<file path="config.mk">
export PLATFORM = sky130hd
export DESIGN_NAME = fifo_wr_arbiter
export DESIGN_NICKNAME = d
export VERILOG_FILES = /design/src/rtl/fifo_arb_pkg.sv /design/src/rtl/fifo_wr_arbiter_rr.sv /design/src/rtl/fifo_wr_arbiter.sv
export SDC_FILE = /design/constraint.sdc
export NUM_CORES = 1
export LEC_CHECK = 0
export CAP_MARGIN = 15
export CORE_UTILIZATION = 33
export CTS_CLUSTER_DIAMETER = 30
export DETAILED_ROUTE_END_ITERATION = 6
export HOLD_SLACK_MARGIN = 0.15
export PLACE_DENSITY_LB_ADDON = 0.05
export SKIP_LAST_GASP = 1
export SYNTH_ARGS = -nofsm -noshare
export SYNTH_HDL_FRONTEND = slang
export SYNTH_SLANG_ARGS = --single-unit
</file>
<file path="constraint.sdc">
create_clock -name clk -period 1.71 [get_ports clk]
set_input_delay 0.342 -clock clk [delete_from_list [all_inputs] [get_ports clk]]
set_output_delay 0.342 -clock clk [all_outputs]
set_load 0.1 [all_outputs]
</file>
<file path="src/rtl/fifo_arb_pkg.sv">
// Shared types and the rotating-priority search used by the FIFO write arbiter.
package fifo_arb_pkg;

  typedef enum logic {
    ARB_IDLE  = 1'b0,
    ARB_GRANT = 1'b1
  } arb_state_e;

  // Upper bound on producers the search function can scan.
  localparam int unsigned MAX_REQ    = 32;
  localparam int unsigned PICK_IDX_W = 5;

  // Returns 1 when some valid bit is set; idx is the first set bit found
  // scanning upward from start and wrapping modulo num.
  function automatic logic rr_pick(input  logic [MAX_REQ-1:0] valid,
                                   input  int unsigned        num,
                                   input  int unsigned        start,
                                   output int unsigned        idx);
    logic        found;
    int unsigned cand;
    found = 1'b0;
    idx   = 0;
    for (int unsigned k = 0; k < MAX_REQ; k++) begin
      cand = (start + k) % num;
      if ((k < num) && !found && valid[PICK_IDX_W'(cand)]) begin
        found = 1'b1;
        idx   = cand;
      end
    end
    return found;
  endfunction

endpackage

</file>
<file path="src/rtl/fifo_wr_arbiter_rr.sv">
// Combinational rotating-priority picker: first valid producer at or after start.
module rr_arbiter
  import fifo_arb_pkg::*;
#(
  parameter int NUM_REQ = 4,
  localparam int ID_W   = $clog2(NUM_REQ)
) (
  input  logic [NUM_REQ-1:0] valid,
  input  logic [ID_W-1:0]    start,
  output logic               found,
  output logic [ID_W-1:0]    idx
);

  logic [MAX_REQ-1:0] valid_ext;
  int unsigned        pick_idx;

  always_comb begin
    valid_ext = MAX_REQ'(valid);
    pick_idx  = 0;
    found     = rr_pick(valid_ext, NUM_REQ, 32'(start), pick_idx);
    idx       = ID_W'(pick_idx);
  end

endmodule

</file>
<file path="src/rtl/fifo_wr_arbiter.sv">
// Round-robin arbiter sharing one simple_fifo write port among NUM_REQ producers,
// granting bursts of up to BURST_MAX beats and stalling while the FIFO is full.
module fifo_wr_arbiter
  import fifo_arb_pkg::*;
#(
  parameter int NUM_REQ   = 4,
  parameter int DATA_W    = 8,
  parameter int BURST_MAX = 4,
  localparam int ID_W     = $clog2(NUM_REQ),
  localparam int CNT_W    = $clog2(BURST_MAX + 1)
) (
  input  logic                      clk,
  input  logic                      rst,
  // Handshake: a beat moves when req_valid[i] and req_ready[i] are both high
  // at a rising edge; producers hold req_data while valid is high and ready low.
  input  logic [NUM_REQ-1:0]        req_valid,
  input  logic [NUM_REQ*DATA_W-1:0] req_data,
  output logic [NUM_REQ-1:0]        req_ready,
  input  logic                      fifo_full,
  output logic                      fifo_wr_en,
  output logic [DATA_W-1:0]         fifo_din,
  output logic                      grant_active,
  output logic [ID_W-1:0]           grant_id,
  output arb_state_e                dbg_state,
  output logic [CNT_W-1:0]          dbg_beat_cnt
);

  arb_state_e       state_q, state_d;
  logic [ID_W-1:0]  grant_id_q, grant_id_d;
  logic [ID_W-1:0]  last_grant_q, last_grant_d;
  logic [CNT_W-1:0] beat_cnt_q, beat_cnt_d;

  logic              pick_found;
  logic [ID_W-1:0]   pick_idx;
  logic [ID_W-1:0]   arb_start;
  logic              owner_valid;
  logic [DATA_W-1:0] owner_data;
  logic              accept;
  logic              release_grant;

  // last_grant always equals the current owner while granted, so one picker
  // serves both the idle path and the same-cycle handoff path.
  assign arb_start = (last_grant_q == ID_W'(NUM_REQ - 1)) ? '0 : last_grant_q + 1'b1;

  rr_arbiter #(.NUM_REQ(NUM_REQ)) u_rr (
    .valid (req_valid),
    .start (arb_start),
    .found (pick_found),
    .idx   (pick_idx)
  );

  always_comb begin
    owner_valid = 1'b0;
    owner_data  = '0;
    for (int i = 0; i < NUM_REQ; i++) begin
      if (grant_id_q == ID_W'(i)) begin
        owner_valid = req_valid[i];
        owner_data  = req_data[i*DATA_W +: DATA_W];
      end
    end
  end

  always_comb begin
    state_d       = state_q;
    grant_id_d    = grant_id_q;
    last_grant_d  = last_grant_q;
    beat_cnt_d    = beat_cnt_q;
    req_ready     = '0;
    fifo_wr_en    = 1'b0;
    fifo_din      = '0;
    accept        = 1'b0;
    release_grant = 1'b0;

    case (state_q)
      ARB_IDLE: begin
        if (pick_found) begin
          state_d      = ARB_GRANT;
          grant_id_d   = pick_idx;
          last_grant_d = pick_idx;
          beat_cnt_d   = '0;
        end
      end
      ARB_GRANT: begin
        for (int i = 0; i < NUM_REQ; i++) begin
          if (grant_id_q == ID_W'(i)) begin
            req_ready[i] = !fifo_full;
          end
        end
        accept     = owner_valid && !fifo_full;
        fifo_wr_en = accept;
        fifo_din   = owner_data;
        if (accept) begin
          beat_cnt_d = beat_cnt_q + 1'b1;
        end
        release_grant = (accept && (beat_cnt_q == CNT_W'(BURST_MAX - 1))) || !owner_valid;
        if (release_grant) begin
          beat_cnt_d = '0;
          if (pick_found) begin
            grant_id_d   = pick_idx;
            last_grant_d = pick_idx;
          end else begin
            state_d = ARB_IDLE;
          end
        end
      end
      default: state_d = ARB_IDLE;
    endcase
  end

  always_ff @(posedge clk) begin
    if (rst) begin
      state_q      <= ARB_IDLE;
      grant_id_q   <= '0;
      last_grant_q <= ID_W'(NUM_REQ - 1);
      beat_cnt_q   <= '0;
    end else begin
      state_q      <= state_d;
      grant_id_q   <= grant_id_d;
      last_grant_q <= last_grant_d;
      beat_cnt_q   <= beat_cnt_d;
    end
  end

  assign grant_active = (state_q == ARB_GRANT);
  assign grant_id     = grant_id_q;
  assign dbg_state    = state_q;
  assign dbg_beat_cnt = beat_cnt_q;

endmodule

</file>
==> metrics.cfg, run 1 <==
[status]
run_status=complete, but fails checks
violations=setup timing

[synth]
synthDistinctLibCells=38
seq_area_frac_synth_pct=17.3
synth_top_area_share_pct=24.3
yosysWarningCount=0
synth-edff-count=0
syn_nets=142
synth_area_leaders=mux4_2, dfxtp_1, and2_1
syn_inst=100
synthArstFlopShare_pct=0
ys_ff_latch=8
netlist.top_cell.by_area=mux4_2
ys_top_cells_by_count=and2_1, mux4_2, nand2b_1, nor2_1, dfxtp_1
avgSynthCellArea_um2=9.27
synthesis.area_um2=927
ys.flop_type=dfxtp_1

[critical_path]
rr_endpoint=grant_id[0]$_SDFFE_PP0P_
timing.rr.start=grant_id[0]$_SDFFE_PP0P_
worst_setup_path_start_kind=input port
critical_path.endpoint_type=output port
crit_required_ns=1.37
crit_fanout=2
crit_type=in2out
r2r_slack_ns=-0.13
worstPathArrival_ns=1.61
r2r_cells=7

[die]
start_util_pct=36.1
ioPinCount=59
chipWidth_um=55.0
die_area_um2=3030
coreArea_um2=2570
fp.dieH_um=55.0
rows=18

[power_and_ir_drop]
switching_power_w=0.00145
vdd.ir_drop.worst_mv=1.14
power_w=0.00297
p_int_w=0.00151
leakage_nw=0.755
p_sw_share_pct=48.9
pwr-share-seq_pct=10.1
comb_power_share_pct=84.6
pwr-share-clk_pct=5.3
power_density_nw_per_um2=1500

[timing]
tightest_slew_ns=0.307
fin_skew_ns=0.0122
rsz0062_at_grt=yes
min_period_ns=1.95
hold_viol=0
period_share_pct=114
clock.fmax_mhz=512
setup_viol=16
tns_ns=-2.69
setup_ws_ns=-0.242
drv_slew=0
slew_headroom_pct=79.6

[min_path]
hold_path_class=reg2reg
min_path_cells=2
hp-start=dbg_beat_cnt[1]$_SDFFE_PP0P_
hold_end=dbg_beat_cnt[1]$_SDFFE_PP0P_

[clock_tree]
htree_levels=1
path_clk_slew_ns=0.05
cts_hold_repair.buffers=0
cts_made_buffers=3
cts.path.max_buffers=2
clk-insertion-delay-late_ns=0.26
root_buffer=clkbuf_4
cts_num_sinks=8
cts_tree=done

[cells_and_area]
drive_gt1_share_pct=47.1
post-route-util_pct=76.9
fin_nets=217
syn_to_final_growth_pct=113
stdcell_area_um2=1980
diodes=0

[global_routing]
grt_max_degree=14
overflow=0
grt_antenna_before_repair=0
grt.total_usage_pct=21.5
grt_pass1_vias=1026
grt_pass1_wl_mm=4.64

[placed_design]
pre_cts_ws_ns=-0.321
placed_area_um2=1840
finalWeightedCongestion=0.727
dpl.hpwl_mm=2.34
port_buffers=58

[detailed_routing]
first_iter_violations=10
wire_per_inst_um=15.3
wl_mm=3.13
vias_per_cell=5.27
num_vias=1075
first_pass_iters=4
drtAntennaViolNets=0
drc=0

[job]
maxCapViolations=0

==> worst max-delay path, cell delays in order <==
cell,delay (ns)
clkdlybuf4s50_1,0.43
mux4_2,0.48
and2_4,0.19
buf_12,0.16
==> layout by cell type (no fill, tap or decap), types with 2 or more instances in the layout <==
| master | instances |
|---|---|
| clkdlybuf4s50_1 | 35 |
| buf_12 | 20 |
| buf_4 | 19 |
| mux4_2 | 10 |
| and2_4 | 9 |
| nand2b_1 | 9 |
| nor2_1 | 6 |
| buf_6 | 4 |
| nand2_1 | 3 |
| nor3_1 | 3 |
| a31oi_1 | 3 |
| ha_1 | 3 |
| clkbuf_4 | 3 |
| dfxtp_2 | 3 |
| dfxtp_4 | 3 |
| dlygate4sd2_1 | 3 |
| nor2_4 | 2 |
| nand3b_1 | 2 |
| mux2_2 | 2 |
| nor2b_1 | 2 |
| a21oi_1 | 2 |
| nor4b_1 | 2 |
| dfxtp_1 | 2 |
==> kinds of logic (layout without fill, tap and decap cells) <==
| logic type | Yosys count | in the layout | share of synthesized area, % |
|---|---|---|---|
| compound gates | 17 | 17 | 14.8 |
| fa+ha+maj | 3 | 3 | 4.05 |
| flops | 8 | 8 | 17.3 |
| xor+xnor | 1 | 1 | 0.945 |
| buf+inv | 13 | 87 | 7.02 |
| simple gates | 46 | 46 | 29.1 |
| mux | 12 | 12 | 26.7 |
==> sequential cells by signal, indices dropped and copies added (netlist names) <==
signal        count
dbg_state         1
grant_id          2
last_grant_q      2
dbg_beat_cnt      3
==> worst max path at each step <==
stage / end / depth (start not counted) / slack (ns) / startpoint
after floorplan: req_ready[0] / 3 / -0.48 / dbg_state$_SDFF_PP0_
after global placement: fifo_wr_en / 4 / -0.32 / req_valid[3]
after detailed placement: fifo_wr_en / 4 / -0.32 / req_valid[3]
after CTS: fifo_wr_en / 4 / -0.25 / grant_id[0]$_SDFFE_PP0P_
after global routing: fifo_wr_en / 4 / -0.29 / grant_id[0]$_SDFFE_PP0P_
final: fifo_wr_en / 4 / -0.24 / req_valid[0]
==> power groups by stage <==
stage | combinational [W] | clock (W) | sequential, W
final | 0.00251 | 0.000158 | 0.000300
after global routing | 0.00264 | 0.000170 | 0.000311
after CTS | 0.00243 | 0.000163 | 0.000317
after detailed placement | 0.00217 | 0 | 0.000409
after global placement | 0.00215 | 0 | 0.000404
after floorplan | 0.00137 | 0 | 0.000501
==> metal layers <==
| layer | track usage (%) | vias up | share of wire [%] |
|---|---|---|---|
| met5 | 0 | - | 0 |
| met4 | 2.50 | 0 | 0 |
| met3 | 4.64 | 0 | 9.7 |
| met2 | 41.4 | 41 | 50 |
| met1 | 24.5 | 511 | 40 |
| li1 | - | 523 | - |
==> through the flow <==
step,hold slack (ns),instances
after CTS,0.501,201
final,0.495,204
after global placement,0.485,189
after detailed placement,0.489,189
after floorplan,0.492,100
after global routing,0.521,204
==> cell type report <==
type	instances	area (µm²)
Clock buffer	4	26.3
Fill cell	179	592
Inverter	2	10.0
Multi-Input combinational cell	79	762
Sequential cell	8	175
Tap cell	30	37.5
Timing Repair Buffer	81	965
==> timing repair <==
item / in CTS / in global routing
setup buffers: 8 / 3
hold endpoints to repair: 0 / 0
pin swaps: 3 / 4
setup endpoints to repair: 17 / 19
resized for setup: 16 / 3
(Power assumes the default switching activity.)
==> run 2: changes to the inputs <==
--- a/config.mk
+++ b/config.mk
@@ -6,6 +6,7 @@
 export NUM_CORES = 1
 export LEC_CHECK = 0
 export CAP_MARGIN = 15
+export CORE_MARGIN = 8
 export CORE_UTILIZATION = 33
 export CTS_CLUSTER_DIAMETER = 30
 export DETAILED_ROUTE_END_ITERATION = 6
==> run 2 against run 1 <==
- critical path depth stayed put
- register-to-register slack better by 0.16 ns
- flip-flop and latch count stayed put
- critical endpoint is now fifo_din[1]
- fmax is 0.37% higher
- sequential power is 27% higher
- via count is 0.19% higher
- clock power hardly changed
- the run still ends with setup timing left
- combinational power is 4% lower
- first-iteration DRC count grew to 5.6 times the previous value
- setup slack better by 0.0072 ns
==> metrics.cfg, run 2 (synthesis gave the netlist of run 1 again) <==
[cells_and_area]
regArea_um2=175  ; unchanged
diodes=0  ; unchanged
multi_input_area_um2=777  ; +2.0%
syn_to_final_growth_pct=112
largest_reg_flops=3  ; unchanged
final_common_cell=clkdlybuf4s50_1
fin_nets=214  ; -1.4%
final_cell_mix=clkdlybuf4s50_1, buf_12, buf_4
drive_gt1_share_pct=47.4  ; +0.24 points
nFillCells=213  ; +19%

[min_path]
hp-start=dbg_beat_cnt[0]$_SDFFE_PP0P_
hold_path_class=reg2reg
min_path_cells=1  ; -1
hold_end=dbg_beat_cnt[0]$_SDFFE_PP0P_

[die]
ioPinCount=59  ; unchanged
coreArea_um2=2710  ; +5.6%
die_area_um2=4760  ; +57%
fp.dieH_um=69.0  ; +25%
start_util_pct=34.2  ; -1.9 points
rows=19  ; +1
chipWidth_um=69.0  ; +25%

[placed_design]
port_buffers=58  ; unchanged
pre_cts_ws_ns=-0.332  ; -0.0106 ns
finalWeightedCongestion=0.789  ; +8.5%
dpl.hpwl_mm=2.71  ; +16%

[critical_path]
critical_path.endpoint_type=output port
rr_endpoint=last_grant_q[1]$_SDFFE_PP1P_
crit_fanout=4  ; +2
crit_type=reg2out
critPathLaunch=grant_id[0]$_SDFFE_PP0P_
worst_setup_path_start_kind=flip-flop
r2r_slack_ns=0.03  ; +0.16 ns
crit_required_ns=1.37  ; about the same
worstPathArrival_ns=1.60  ; about the same
r2r_cells=6  ; -1
timing.rr.start=grant_id[0]$_SDFFE_PP0P_

[global_routing]
grt.total_usage_pct=13.7  ; -7.8 points
grt_max_degree=16  ; +2
grt_pass1_vias=1058  ; +3.1%
grt_antenna_before_repair=0  ; unchanged
overflow=0  ; unchanged
grt_pass1_wl_mm=5.57  ; +20%

[job]
maxCapViolations=0  ; unchanged

[status]
violations=setup timing
run_status=complete, but fails checks

[clock_tree]
clk-insertion-delay-late_ns=0.26  ; about the same
cts_tree=done
cts_num_sinks=8  ; unchanged
root_buffer=clkbuf_4
htree_levels=1  ; unchanged
path_clk_slew_ns=0.06  ; about the same
cts.path.max_buffers=2  ; unchanged
cts_made_buffers=3  ; unchanged

[timing]
rsz0062_at_grt=yes
clock.fmax_mhz=514  ; +0.37%
slew_headroom_pct=81.3  ; +1.7 points
drv_slew=0  ; unchanged
period_share_pct=114  ; -0.42 points
tightest_slew_ns=0.277  ; -0.0298 ns
setup_ws_ns=-0.235  ; +0.00718 ns
min_period_ns=1.94  ; -0.00718 ns
setup_viol=12  ; -4
fin_skew_ns=0.0104  ; -0.00183 ns
hold_viol=0  ; unchanged

[power_and_ir_drop]
power_w=0.00296  ; -0.18%
vdd.ir_drop.worst_mv=1.60  ; +41%
power_density_nw_per_um2=1510  ; +0.46%
leakage_nw=0.743  ; -1.6%

[detailed_routing]
drtAntennaViolNets=0  ; unchanged
num_vias=1077  ; +0.19%
drc=0  ; unchanged
wire_per_inst_um=16.9  ; +10%
first_iter_violations=56  ; +46
first_pass_iters=4  ; unchanged
vias_per_cell=5.33  ; +1.2%
wl_mm=3.41  ; +9.1%

run 2: stage by stage:
| stage | hold slack (ns) | utilization [%] | area [µm²] | TNS (ns) | std cells |
|---|---|---|---|---|---|
| CTS | 0.496 | 71.4 | 1940 | -2.12 | 200 |
| floorplan | 0.492 | - | 1010 | -3.96 | 100 |
| finish | 0.493 | 72.4 | 1960 | -2.05 | 202 |
| global placement | 0.494 | 68.1 | 1840 | -3.81 | 190 |
| detailed placement | 0.498 | 68.1 | 1840 | -4.02 | 190 |
| global route | 0.515 | 72.4 | 1960 | -2.73 | 202 |
run 2: cell type report:
type | count | share of cell area [%]
Timing Repair Buffer | 78 | 47.7
Multi-Input combinational cell | 79 | 39.6
Sequential cell | 8 | 8.92
Tap cell | 31 | 1.98
Clock buffer | 4 | 1.34
Inverter | 2 | 0.510
run 2: metal layers:
layer  GRT usage [%]  wire [µm]  vias to the layer above  part of all wire (%)
met5               0          0                        -                     0
met4            2.73         29                        0                  0.85
met3            4.01        285                        3                   8.4
met2            21.6       1520                       53                    45
met1            17.7       1580                      498                    46
li1                -          -                      523                     -
run 2: critical path, stage by stage (launching register included):
cell     delay, ns
dfxtp_4       0.37
buf_4         0.13
mux4_2        0.50
and2_4        0.18
buf_12        0.16
run 2: worst max path at each step:
stage,end,slack [ns],depth (start not counted)
after floorplan,req_ready[0],-0.48,3
after global placement,fifo_wr_en,-0.30,4
after detailed placement,dbg_beat_cnt[0]$_SDFFE_PP0P_,-0.33,6
after CTS,fifo_din[1],-0.25,4
after global routing,fifo_din[1],-0.28,4
final,fifo_din[1],-0.23,4
run 2: report_power, final:
group          internal [W]  switching (W)
clock             0.0000896      0.0000691
sequential         0.000254       0.000126
combinational       0.00117        0.00126
total               0.00151        0.00145
run 2: what timing repair did:
action                                  4_1_cts  5_1_grt
resized for setup                            19        2
endpoints found under the hold margin         0        0
endpoints found under the setup margin       19       14
buffers inserted                              7        2
hold buffers                                  0        0
pin swaps                                     5        4
==> run 3: changes to the inputs <==
--- a/config.mk
+++ b/config.mk
@@ -6,9 +6,11 @@
 export NUM_CORES = 1
 export LEC_CHECK = 0
 export CAP_MARGIN = 15
+export CORE_ASPECT_RATIO = 2
 export CORE_MARGIN = 8
 export CORE_UTILIZATION = 33
 export CTS_CLUSTER_DIAMETER = 30
+export CTS_CLUSTER_SIZE = 12
 export DETAILED_ROUTE_END_ITERATION = 6
 export HOLD_SLACK_MARGIN = 0.15
 export PLACE_DENSITY_LB_ADDON = 0.05
==> run 3 against run 2 <==
- the run still ends with setup timing left
- flip-flop and latch count unchanged
- routed wire length increased by 4.7%
- combinational power increased by 3%
- critical path depth unchanged
- via count increased by 1.1%
- non-clock buffer count decreased by 2
- sequential power decreased by 1%
- core utilization increased by 1.5 points
- count of clock-buffer cells in the layout unchanged
- global-route usage increased by 1.2 points
- total power increased by 5.2%
- critical endpoint is now fifo_wr_en
- highest routed layer unchanged
==> metrics.cfg, run 3 (synthesis gave the netlist of run 1 again) <==
[critical_path]
cp_slowest_cell=mux4_2
crit_type=reg2out
critical_path.endpoint_type=output port
worstPathArrival_ns=1.56  ; -0.04 ns
worst-path-stages=4  ; unchanged
path_cells=buf_8 > mux4_2 > and2_4 > buf_12
crit_buf_inv=2  ; unchanged
crit_required_ns=1.37  ; about the same
rr_endpoint=dbg_beat_cnt[0]$_SDFFE_PP0P_
crit_fanout=5  ; +1
timing.rr.start=grant_id[0]$_SDFFE_PP0P_
max_stage_delay_ns=0.52  ; +0.02 ns
critPathTopFamily=multiplexers
worst_setup_path_start_kind=flip-flop
r2r_cells=7  ; +1
r2r_slack_ns=-0.15  ; -0.18 ns

[cells_and_area]
largest_reg_flops=3  ; unchanged
stdcell_area_um2=2000  ; +1.8%
drive_gt1_share_pct=47.3  ; about the same
regArea_um2=175  ; unchanged
fin_nets=212  ; -0.93%
final_cell_mix=clkdlybuf4s50_1, buf_12, buf_4
nFillCells=200  ; -6.1%
post-route-util_pct=73.9  ; +1.5 points
final_common_cell=clkdlybuf4s50_1
syn_to_final_growth_pct=116
multi_input_area_um2=787  ; +1.3%
diodes=0  ; unchanged

[detailed_routing]
vias_per_cell=5.50  ; +3.2%
wire_per_inst_um=18.0  ; +6.8%
wl_mm=3.57  ; +4.7%
drtAntennaViolNets=0  ; unchanged
first_pass_iters=4  ; unchanged
drc=0  ; unchanged
num_vias=1089  ; +1.1%
first_iter_violations=14  ; -75%

[status]
violations=setup timing
run_status=complete, but fails checks

[timing]
rsz0062_at_grt=yes
period_share_pct=111  ; -2.7 points
tightest_slew_ns=0.340  ; +0.0627 ns
slew_headroom_pct=77.3  ; -4.0 points
setup_ws_ns=-0.188  ; +0.0467 ns
tns_ns=-2.00  ; +0.0565 ns
min_period_ns=1.90  ; -0.0467 ns
drv_slew=0  ; unchanged
fin_skew_ns=0.00528  ; -0.00507 ns
setup_viol=16  ; +4
clock.fmax_mhz=527  ; +2.5%
hold_viol=0  ; unchanged

[clock_tree]
path_clk_slew_ns=0.04  ; -0.02 ns
clk-insertion-delay-late_ns=0.23  ; -0.03 ns
htree_levels=1  ; unchanged
cts_tree=done
cts_made_buffers=3  ; unchanged
cts_hold_repair.buffers=0  ; unchanged
cts.path.max_buffers=2  ; unchanged
root_buffer=clkbuf_8
cts_num_sinks=8  ; unchanged

[power_and_ir_drop]
p_sw_share_pct=48.1  ; -0.99 points
pwr-share-clk_pct=7.7  ; +2.3 points
switching_power_w=0.00150  ; +3.1%
power_density_nw_per_um2=1560  ; +3.3%
pwr-share-seq_pct=12.0  ; -0.8 points
comb_power_share_pct=80.2  ; -1.6 points
leakage_nw=0.779  ; +4.9%
p_int_w=0.00162  ; +7.2%
power_w=0.00311  ; +5.2%
vdd.ir_drop.worst_mv=1.02  ; -36%

[min_path]
min_path_cells=2  ; +1
hold_end=dbg_beat_cnt[1]$_SDFFE_PP0P_
hold_path_class=reg2reg
hp-start=dbg_beat_cnt[1]$_SDFFE_PP0P_

[die]
ioPinCount=59  ; unchanged
rows=27  ; +8
fp.dieH_um=91.0  ; +32%
chipWidth_um=53.5  ; -22%
die_area_um2=4860  ; +2.2%
start_util_pct=34.3  ; +0.095 points
coreArea_um2=2700  ; -0.28%

[placed_design]
dpl.hpwl_mm=2.95  ; +8.7%
pre_cts_ws_ns=-0.342  ; -0.00958 ns
finalWeightedCongestion=0.723  ; -8.3%
port_buffers=58  ; unchanged
placed_area_um2=1840  ; -0.14%

[global_routing]
overflow=0  ; unchanged
grt_max_degree=16  ; unchanged
grt_antenna_before_repair=0  ; unchanged
grt_pass1_vias=1159  ; +9.5%
grt.total_usage_pct=14.8  ; +1.2 points
grt_pass1_wl_mm=5.67  ; +1.8%

[job]
maxCapViolations=0  ; unchanged

run 3: repair_timing:
item                                    4_1_cts  5_1_grt
resized for setup                            22        8
endpoints found under the setup margin       19       20
setup buffers                                 5        1
pin swaps                                     6        5
gates cloned                                  0        0
run 3: worst max path at each step:
stage | from | end | slack [ns]
after CTS | grant_id[0]$_SDFFE_PP0P_ | fifo_wr_en | -0.22
after global placement | req_valid[3] | fifo_wr_en | -0.32
after detailed placement | req_valid[3] | dbg_beat_cnt[0]$_SDFFE_PP0P_ | -0.34
after global routing | grant_id[0]$_SDFFE_PP0P_ | dbg_beat_cnt[0]$_SDFFE_PP0P_ | -0.24
after floorplan | dbg_state$_SDFF_PP0_ | req_ready[0] | -0.48
final | grant_id[0]$_SDFFE_PP0P_ | fifo_wr_en | -0.19
run 3: routing by layer:
layer	GRT usage (%)	part of all wire (%)	vias up
met5	0	0	-
li1	-	-	516
met1	13.1	30	517
met2	30.1	60	47
met3	2.29	7.5	9
met4	4.87	2.5	0
run 3: layout make-up:
cell class | count | area share [%]
tap | 29 | 1.82
multi-input combinational | 79 | 39.4
timing repair buffer | 76 | 47.3
inverter | 2 | 0.501
clock buffer | 4 | 2.25
sequential | 8 | 8.77
run 3: stage by stage:
step,instances,hold WS (ns)
floorplan,100,0.492
global placement,188,0.492
detailed placement,188,0.506
CTS,197,0.512
global route,198,0.515
finish,198,0.509
run 3: power groups by stage:
stage	sequential [W]	combinational [W]	clock, W
global placement	0.000422	0.00217	0
floorplan	0.000501	0.00137	0
detailed placement	0.000424	0.00221	0
CTS	0.000362	0.00243	0.000246
finish	0.000375	0.00250	0.000241
global route	0.000392	0.00262	0.000255
run 3: tightest hold or removal path: cells and delay by family, from the launching register on:
| kind | cells | cell delay [ns] |
|---|---|---|
| flip-flops | 1 | 0.33 |
| AND/OR/NAND/NOR | 1 | 0.08 |
| AO/OA/AOI/OAI | 1 | 0.06 |
